## src/rtl/matrix2x2_operand_loader.sv

```systemverilog
// Byte-serial loader for the 2x2 matrix multiply datapath: collects an 8-element
// frame (A then B, row-major) and presents packed a/b on a registered handshake.
module matrix2x2_operand_loader #(
  parameter int ELEM_W = 8,
  parameter int WORD_W = 4 * ELEM_W
) (
  input  logic              clk,
  input  logic              rst,
  input  logic              flush,
  input  logic [ELEM_W-1:0] in_data,
  input  logic              in_valid,
  input  logic              in_last,
  output logic              in_ready,
  output logic [WORD_W-1:0] a,
  output logic [WORD_W-1:0] b,
  output logic              out_valid,
  input  logic              out_ready,
  output logic              frame_err,
  output logic [2:0]        beat_cnt
);

  localparam logic COLLECT = 1'b0;
  localparam logic FULL    = 1'b1;

  logic              state_r;
  logic [WORD_W-1:0] stage_a_r, stage_b_r;
  logic [WORD_W-1:0] a_r, b_r;
  logic              out_valid_r, frame_err_r;
  logic [2:0]        beat_cnt_r;

  logic              accept_s, last_beat_s, err_s, done_s;
  logic              out_take_s, load_direct_s, load_stage_s;
  logic [WORD_W-1:0] stage_a_nxt_s, stage_b_nxt_s;

  // Element slot 0 sits in the most significant lane (a11/b11 at the top).
  function automatic logic [WORD_W-1:0] place(input logic [WORD_W-1:0] w,
                                              input logic [1:0] slot,
                                              input logic [ELEM_W-1:0] d);
    logic [WORD_W-1:0] r;
    r = w;
    case (slot)
      2'd0:    r[WORD_W-1          -: ELEM_W] = d;
      2'd1:    r[WORD_W-1-ELEM_W   -: ELEM_W] = d;
      2'd2:    r[WORD_W-1-2*ELEM_W -: ELEM_W] = d;
      2'd3:    r[WORD_W-1-3*ELEM_W -: ELEM_W] = d;
      default: r = w;
    endcase
    return r;
  endfunction

  assign in_ready = (state_r == COLLECT) && !flush;

  // Handshake decode and next staging contents including the current beat.
  always_comb begin
    accept_s      = in_valid && in_ready;
    last_beat_s   = (beat_cnt_r == 3'd7);
    err_s         = accept_s && (last_beat_s != in_last);
    done_s        = accept_s && last_beat_s && in_last;
    out_take_s    = out_valid_r && out_ready;
    load_direct_s = done_s && (!out_valid_r || out_take_s);
    load_stage_s  = (state_r == FULL) && out_take_s && !flush;
    if (accept_s && !beat_cnt_r[2]) begin
      stage_a_nxt_s = place(stage_a_r, beat_cnt_r[1:0], in_data);
      stage_b_nxt_s = stage_b_r;
    end else if (accept_s) begin
      stage_a_nxt_s = stage_a_r;
      stage_b_nxt_s = place(stage_b_r, beat_cnt_r[1:0], in_data);
    end else begin
      stage_a_nxt_s = stage_a_r;
      stage_b_nxt_s = stage_b_r;
    end
  end

  // Frame collection, staging buffer and framing-error pulse.
  always_ff @(posedge clk or posedge rst) begin
    if (rst) begin
      state_r     <= COLLECT;
      stage_a_r   <= {WORD_W{1'b0}};
      stage_b_r   <= {WORD_W{1'b0}};
      beat_cnt_r  <= 3'd0;
      frame_err_r <= 1'b0;
    end else begin
      frame_err_r <= err_s;
      if (flush) begin
        state_r    <= COLLECT;
        stage_a_r  <= {WORD_W{1'b0}};
        stage_b_r  <= {WORD_W{1'b0}};
        beat_cnt_r <= 3'd0;
      end else if (err_s) begin
        stage_a_r  <= {WORD_W{1'b0}};
        stage_b_r  <= {WORD_W{1'b0}};
        beat_cnt_r <= 3'd0;
      end else if (done_s) begin
        stage_a_r  <= stage_a_nxt_s;
        stage_b_r  <= stage_b_nxt_s;
        beat_cnt_r <= 3'd0;
        state_r    <= load_direct_s ? COLLECT : FULL;
      end else if (accept_s) begin
        stage_a_r  <= stage_a_nxt_s;
        stage_b_r  <= stage_b_nxt_s;
        beat_cnt_r <= beat_cnt_r + 3'd1;
      end else if (load_stage_s) begin
        state_r <= COLLECT;
      end else begin
        state_r <= state_r;
      end
    end
  end

  // Output register: a/b only change on a load, never while held.
  always_ff @(posedge clk or posedge rst) begin
    if (rst) begin
      a_r         <= {WORD_W{1'b0}};
      b_r         <= {WORD_W{1'b0}};
      out_valid_r <= 1'b0;
    end else if (load_direct_s) begin
      a_r         <= stage_a_nxt_s;
      b_r         <= stage_b_nxt_s;
      out_valid_r <= 1'b1;
    end else if (load_stage_s) begin
      a_r         <= stage_a_r;
      b_r         <= stage_b_r;
      out_valid_r <= 1'b1;
    end else if (out_take_s) begin
      out_valid_r <= 1'b0;
    end else begin
      out_valid_r <= out_valid_r;
    end
  end

  assign a         = a_r;
  assign b         = b_r;
  assign out_valid = out_valid_r;
  assign frame_err = frame_err_r;
  assign beat_cnt  = beat_cnt_r;

endmodule

```

## config.mk

```make
export PLATFORM = sky130hd
export DESIGN_NAME = matrix2x2_operand_loader
export DESIGN_NICKNAME = d
export VERILOG_FILES = /design/src/rtl/matrix2x2_operand_loader.sv
export SDC_FILE = /design/constraint.sdc
export NUM_CORES = 1
export LEC_CHECK = 0
export ABC_CLOCK_PERIOD_IN_PS = 5000
export CAP_MARGIN = 40
export CELL_PAD_IN_SITES_DETAIL_PLACEMENT = 1
export CELL_PAD_IN_SITES_GLOBAL_PLACEMENT = 1
export CORE_AREA = 3 3 154 119
export DETAILED_ROUTE_END_ITERATION = 6
export DIE_AREA = 0 0 157 122
export GPL_ROUTABILITY_DRIVEN = 0
export PLACE_DENSITY = 0.77
export SKIP_CTS_REPAIR_TIMING = 1
export SLEW_MARGIN = 10
export SYNTH_ARGS = -nofsm -noshare
export SYNTH_HDL_FRONTEND = slang
export SYNTH_SLANG_ARGS = --single-unit
```

## constraint.sdc

```tcl
create_clock -name clk -period 5 [get_ports clk]
set_input_delay 1.25 -clock clk [delete_from_list [all_inputs] [get_ports clk]]
set_output_delay 1.25 -clock clk [all_outputs]
set_load 0.05 [all_outputs]
```

==> flow_metrics.py, run 1 <==
metrics = {
    "floorplanning": {
        "core_mm2": 0.0168,
        "die_height_um": 122,
        "initial_utilization": 0.379,
        "placement_rows": 41,
        "die_w_um": 157,
        "io-pin-count": 84,
        "die-area_mm2": 0.0192,
    },
    "clocking": {
        "clkTransAtPathRegs_ns": 0.06,
        "cts_buffer_depth": 2,
        "root_buffer": "sky130_fd_sc_hd__clkbuf_16",
        "cts_made_buffers": 17,
        "cts.htree.levels": 4,
        "cts_tree": "built",
        "clock_latency_on_the_worst_skew_pair_ns": 0.43,
        "clkSinkCount": 134,
    },
    "final_layout": {
        "finish.net_count": 746,
        "final_cell_mix": "sky130_fd_sc_hd__nand2_1, sky130_fd_sc_hd__dfrtp_1, sky130_fd_sc_hd__clkdlybuf4s50_1",
        "final_layout_size_suffix_gt1_frac": 0.0649,
        "flow.area_growth_from_synthesis_pct": 25.1,
        "diodes": 0,
        "layout.filler_cells": 1862,
        "layout_commonest_cell": "sky130_fd_sc_hd__nand2_1",
        "fin_area_mm2": 0.00796,
    },
    "yosys": {
        "yosysSeqAreaShare": 0.527,
        "synth_enable_flop_cells": 0,
        "syn_nets": 684,
        "ys_seq_elements": 134,
        "synth_area_per_cell_um2": 9.56,
        "post_synth_instance_area_mm2": 0.00636,
        "synth_async_sr_flop_share": 1.00,
        "ys.flop_type": "sky130_fd_sc_hd__dfrtp_1",
        "synthesis.instances": 665,
        "yosys_warnings": 0,
        "yosysUniqueCellTypes": 35,
    },
    "worst_setup_path": {
        "worstPathCellList": "clkdlybuf4s50_1, nor2_1, buf_4",
        "path_class": "in2out",
        "end_kind": "primary output",
        "arrival_ns": 2.55,
        "bufs_and_invs_on_worst_path": 2,
        "worst-endpoint-required_ns": 3.75,
        "crit_fanout": 14,
        "critPathLaunchType": "input port",
        "cp_top_family": "buffers and inverters",
        "timing.critical_path.slowest_stage_cell": "sky130_fd_sc_hd__clkdlybuf4s50_1",
        "cp_slowest_stage_delay_ns": 0.71,
    },
    "timing": {
        "relative_max_transition_margin": 0.409,
        "post-route-period-util": 0.759,
        "final_setup_violation_count": 0,
        "hold-worst-slack_ns": 0.535,
        "slew_viol_final": 0,
        "rsz_0062_raised_after_global_routing": "no",
        "tightest_slew_ns": 0.886,
        "final_critical_path_setup_slack_ns": 1.20,
        "hold_violations": 0,
        "max_freq_mhz": 263,
        "period_needed_ns": 3.80,
        "worst_clock_skew_ns": 0.00755,
        "setup_total_negative_slack_ns": 0,
    },
    "placement": {
        "port-buffer-count": 83,
        "area_post_placement_mm2": 0.00732,
        "pre_cts_slack_ns": 1.13,
        "place_hpwl_um": 14100,
    },
    "pwr": {
        "finalPower_w": 0.00260,
        "vdd_ir_drop_max_uv": 247,
        "leakagePower_nw": 3.34,
        "cellPowerDensity_mw_per_mm2": 326,
    },
    "global_routing": {
        "global_route.usage.total": 0.236,
        "initial_antenna_violation_count": 0,
        "grt_first_pass_wirelength_um": 34900,
        "grt-ovfl-total": 0,
        "grt_max_degree": 80,
        "grt_pass1_vias": 6229,
    },
    "detailed_routing": {
        "vias": 5787,
        "drt-total-wl_um": 21700,
        "drc": 0,
        "drtAntennaViolNets": 0,
        "detail_route.vias_per_cell": 6.06,
        "drt_first_iter_violations": 487,
        "wl_per_cell_um": 22.7,
        "firstDrtPassIters": 4,
    },
    "worst_hold_path": {
        "holdCritPathClass": "reg2reg",
    },
    "outcome": {
        "run_status": "finished, final reports clean",
    },
    "flow_run": {
        "cap_violations": 0,
    },
}
-- stage by stage --
step                 util  cells
floorplan               -    665
global placement    0.434    920
detailed placement  0.436    923
CTS                 0.474    955
global route        0.474    955
finish              0.474    955
-- cells by family (layout without fill, tap and decap cells) --
kind of cell	count (synthesis)	in the layout	share of synthesized area
AND/OR/NAND/NOR	264	264	0.178
AO/OA/AOI/OAI	205	205	0.239
flip-flops	134	134	0.527
buffers and inverters	55	130	0.0433
adder cells (fa/ha/maj)	5	5	0.00984
XOR/XNOR	1	1	0.00138
multiplexers	1	1	0.00157
-- final timing paths --
path                                from            end  slack, ns  depth (start not counted)
setup reg to reg             beat_cnt[1]           b[6]       1.92                          7
hold reg to reg            stage_b_r[10]  stage_b_r[10]       0.54                          1
setup / recovery                   flush       in_ready       1.20                          3
hold / removal             stage_b_r[10]  stage_b_r[10]       0.54                          1
min in group asynchronous            rst           a[5]       1.15                          2
max in group asynchronous            rst   stage_b_r[0]       2.76                          4
-- report_power, final --
group / internal, W / switching, W
clock: 0.000908 / 0.000475
combinational: 0.0000257 / 0.0000969
sequential: 0.00109 / 0.00000343
-- routing by layer --
layer / part of all wire / global-route usage
met3: 0.058 / 0.0476
met1: 0.45 / 0.323
met4: 0.023 / 0.0875
met2: 0.47 / 0.371
met5: 0 / 0
-- cell type report --
class                   count  area (um2)  share of cell area
well taps                 215         269              0.0338
flip-flops and latches    134        3350               0.421
multi-input cells         476        2730               0.343
clock inverters             9         173              0.0217
clock buffers              23         468              0.0588
repair buffers             94         943               0.119
inverters                   4        17.5             0.00220
-- registers in the layout (all words and copies together) (netlist names) --
register and flops:
frame_err 1, state_r 1, beat_cnt 3, stage_b_r 32
out_valid 1, a 32, b 32, stage_a_r 32
-- cell usage after synthesis, drive strengths merged (9+ instances only) --
master    n  share of area
buf      18          0.021
a211oi   50          0.059
nand3     9         0.0071
a22o     64          0.088
nand2   161          0.095
a32oi    14          0.019
a21oi    22          0.017
nor2     71          0.043
clkbuf   33          0.019
a31oi    50          0.049
dfrtp   134           0.53
No activity file was read; power rests on OpenSTA's default activity.
==> run 2, diff against run 1 <==
--- a/config.mk
+++ b/config.mk
@@ -5,7 +5,7 @@
 export SDC_FILE = /design/constraint.sdc
 export NUM_CORES = 1
 export LEC_CHECK = 0
-export ABC_CLOCK_PERIOD_IN_PS = 5000
+export ABC_CLOCK_PERIOD_IN_PS = 3050
 export CAP_MARGIN = 40
 export CELL_PAD_IN_SITES_DETAIL_PLACEMENT = 1
 export CELL_PAD_IN_SITES_GLOBAL_PLACEMENT = 1
==> constraint.sdc (replaced) <==
create_clock -name clk -period 3.05 [get_ports clk]
set_input_delay 0.7625 -clock clk [delete_from_list [all_inputs] [get_ports clk]]
set_output_delay 0.7625 -clock clk [all_outputs]
set_load 0.05 [all_outputs]
==> flow_metrics.py, run 2 (synthesized netlist as in run 1, its figures left out) <==
metrics = {
    "outcome": {
        "run_status": "finished, final reports clean",
    },
    "worst_setup_path": {
        "path_class": "reg2out",
        "r2r_setup_slack_ns": 0.60,
        "launch_instance_of_the_worst_register_to_register_path": "beat_cnt[1]",
        "path_depth": 1,
        "worst-endpoint-required_ns": 2.29,
        "arrival_ns": 1.89,
        "r2r.worst_path.cells": 7,
        "crit_fanout": 11,
        "worstPathCellList": "clkdlybuf4s50_1",
        "timing.critical_path.slowest_stage_cell": "sky130_fd_sc_hd__clkdlybuf4s50_1",
        "timing.rr.end": "a[6]",
        "cp_top_family": "buffers and inverters",
        "bufs_and_invs_on_worst_path": 1,
        "end_kind": "primary output",
        "cp_slowest_stage_delay_ns": 0.89,
        "critPathLaunchType": "flip-flop",
    },
    "clocking": {
        "cts_tree": "built",
        "cts.htree.levels": 4,
        "cts_made_buffers": 17,
        "root_buffer": "sky130_fd_sc_hd__clkbuf_16",
        "clock_latency_on_the_worst_skew_pair_ns": 0.43,
        "clkSinkCount": 134,
        "clkTransAtPathRegs_ns": 0.06,
        "cts_buffer_depth": 2,
    },
    "floorplanning": {
        "die-area_mm2": 0.0192,
        "core_mm2": 0.0168,
        "io-pin-count": 84,
        "die_height_um": 122,
        "initial_utilization": 0.379,
        "die_w_um": 157,
        "placement_rows": 41,
    },
    "timing": {
        "slew_viol_final": 0,
        "hold_violations": 0,
        "tightest_slew_ns": 0.647,
        "rsz_0062_raised_after_global_routing": "no",
        "max_freq_mhz": 377,
        "final_setup_violation_count": 0,
        "relative_max_transition_margin": 0.567,
        "setup_total_negative_slack_ns": 0,
        "post-route-period-util": 0.869,
        "period_needed_ns": 2.65,
        "worst_clock_skew_ns": 0.00638,
    },
    "detailed_routing": {
        "drt_first_iter_violations": 496,
        "drt-total-wl_um": 21900,
        "wl_per_cell_um": 22.3,
        "firstDrtPassIters": 5,
        "drc": 0,
        "detail_route.vias_per_cell": 6.01,
        "vias": 5897,
        "drtAntennaViolNets": 0,
    },
    "pwr": {
        "leakagePower_nw": 3.45,
        "vdd_ir_drop_max_uv": 355,
        "cellPowerDensity_mw_per_mm2": 499,
    },
    "final_layout": {
        "flow.area_growth_from_synthesis_pct": 28.3,
        "final_layout_size_suffix_gt1_frac": 0.103,
        "final_cell_mix": "sky130_fd_sc_hd__nand2_1, sky130_fd_sc_hd__dfrtp_1, sky130_fd_sc_hd__clkdlybuf4s50_1",
        "finish.net_count": 773,
        "layout_commonest_cell": "sky130_fd_sc_hd__nand2_1",
        "diodes": 0,
        "stdcell_count": 982,
    },
    "worst_hold_path": {
        "hold_path_depth": 1,
        "whs_endpoint": "stage_a_r[21]",
        "holdCritPathClass": "reg2reg",
        "holdCritStartpoint": "stage_a_r[21]",
    },
    "global_routing": {
        "grt-ovfl-total": 0,
        "grt_pass1_vias": 6260,
        "initial_antenna_violation_count": 0,
        "global_route.usage.total": 0.235,
        "grt_max_degree": 129,
        "grt_first_pass_wirelength_um": 34800,
    },
    "placement": {
        "dpl.cell_count": 950,
        "port-buffer-count": 83,
        "place_hpwl_um": 14200,
    },
    "flow_run": {
        "cap_violations": 0,
    },
}
## run 2: cell types whose count changed in the layout (fill, tap and decap cells not counted)
cell / before / now
sky130_fd_sc_hd__clkbuf_1: 4 / 0
sky130_fd_sc_hd__clkinvlp_4: 1 / 6
sky130_fd_sc_hd__clkinv_4: 0 / 1
sky130_fd_sc_hd__inv_4: 1 / 0
sky130_fd_sc_hd__buf_8: 1 / 0
sky130_fd_sc_hd__buf_4: 9 / 32
sky130_fd_sc_hd__bufinv_16: 5 / 2
sky130_fd_sc_hd__buf_12: 2 / 7
sky130_fd_sc_hd__clkinv_2: 3 / 5
## run 2: power breakdown
group / leakage (nW) / total, W / internal (W) / switching (W)
sequential: 1.87 / 0.00179 / 0.00178 / 0.00000485
clock: 0.277 / 0.00205 / 0.00124 / 0.000811
combinational: 1.31 / 0.000235 / 0.0000657 / 0.000169
total: 3.45 / 0.00407 / 0.00309 / 0.000985
## run 2: metal layers
layer | part of all wire | track usage | up-vias
met3 | 0.068 | 0.0657 | 47
met4 | 0.023 | 0.0902 | 0
met5 | 0 | 0 | -
met2 | 0.45 | 0.354 | 226
li1 | - | - | 2595
met1 | 0.46 | 0.322 | 3029
## run 2: worst max path at each step
stage | startpoint | end
5_1_grt | beat_cnt[2] | beat_cnt[2]
3_3_place_gp | in_valid | b[1]
6_report | beat_cnt[2] | beat_cnt[2]
2_1_floorplan | flush | stage_a_r[0]
4_1_cts | beat_cnt[2] | beat_cnt[2]
3_5_place_dp | flush | a[14]
## run 2: stage by stage
| step | hold WS, ns | setup WS, ns | utilization | area, um2 | total power, W |
|---|---|---|---|---|---|
| 3_5_place_dp | 0.519 | 0.269 | 0.452 | 7570 | 0.00205 |
| 5_1_grt | 0.553 | 0.367 | 0.486 | 8160 | 0.00420 |
| 2_1_floorplan | 0.496 | 0.550 | - | 6360 | 0.00193 |
| 3_3_place_gp | 0.512 | 0.345 | 0.452 | 7570 | 0.00204 |
| 6_report | 0.537 | 0.400 | 0.486 | 8160 | 0.00407 |
| 4_1_cts | 0.537 | 0.409 | 0.486 | 8160 | 0.00410 |
## run 2: cell type report
cell class	count	area, um2
fillers	1832	8620
flip-flops and latches	134	3350
multi-input cells	476	2730
repair buffers	121	1200
clock buffers	19	453
well taps	215	269
clock inverters	13	131
inverters	4	18.8
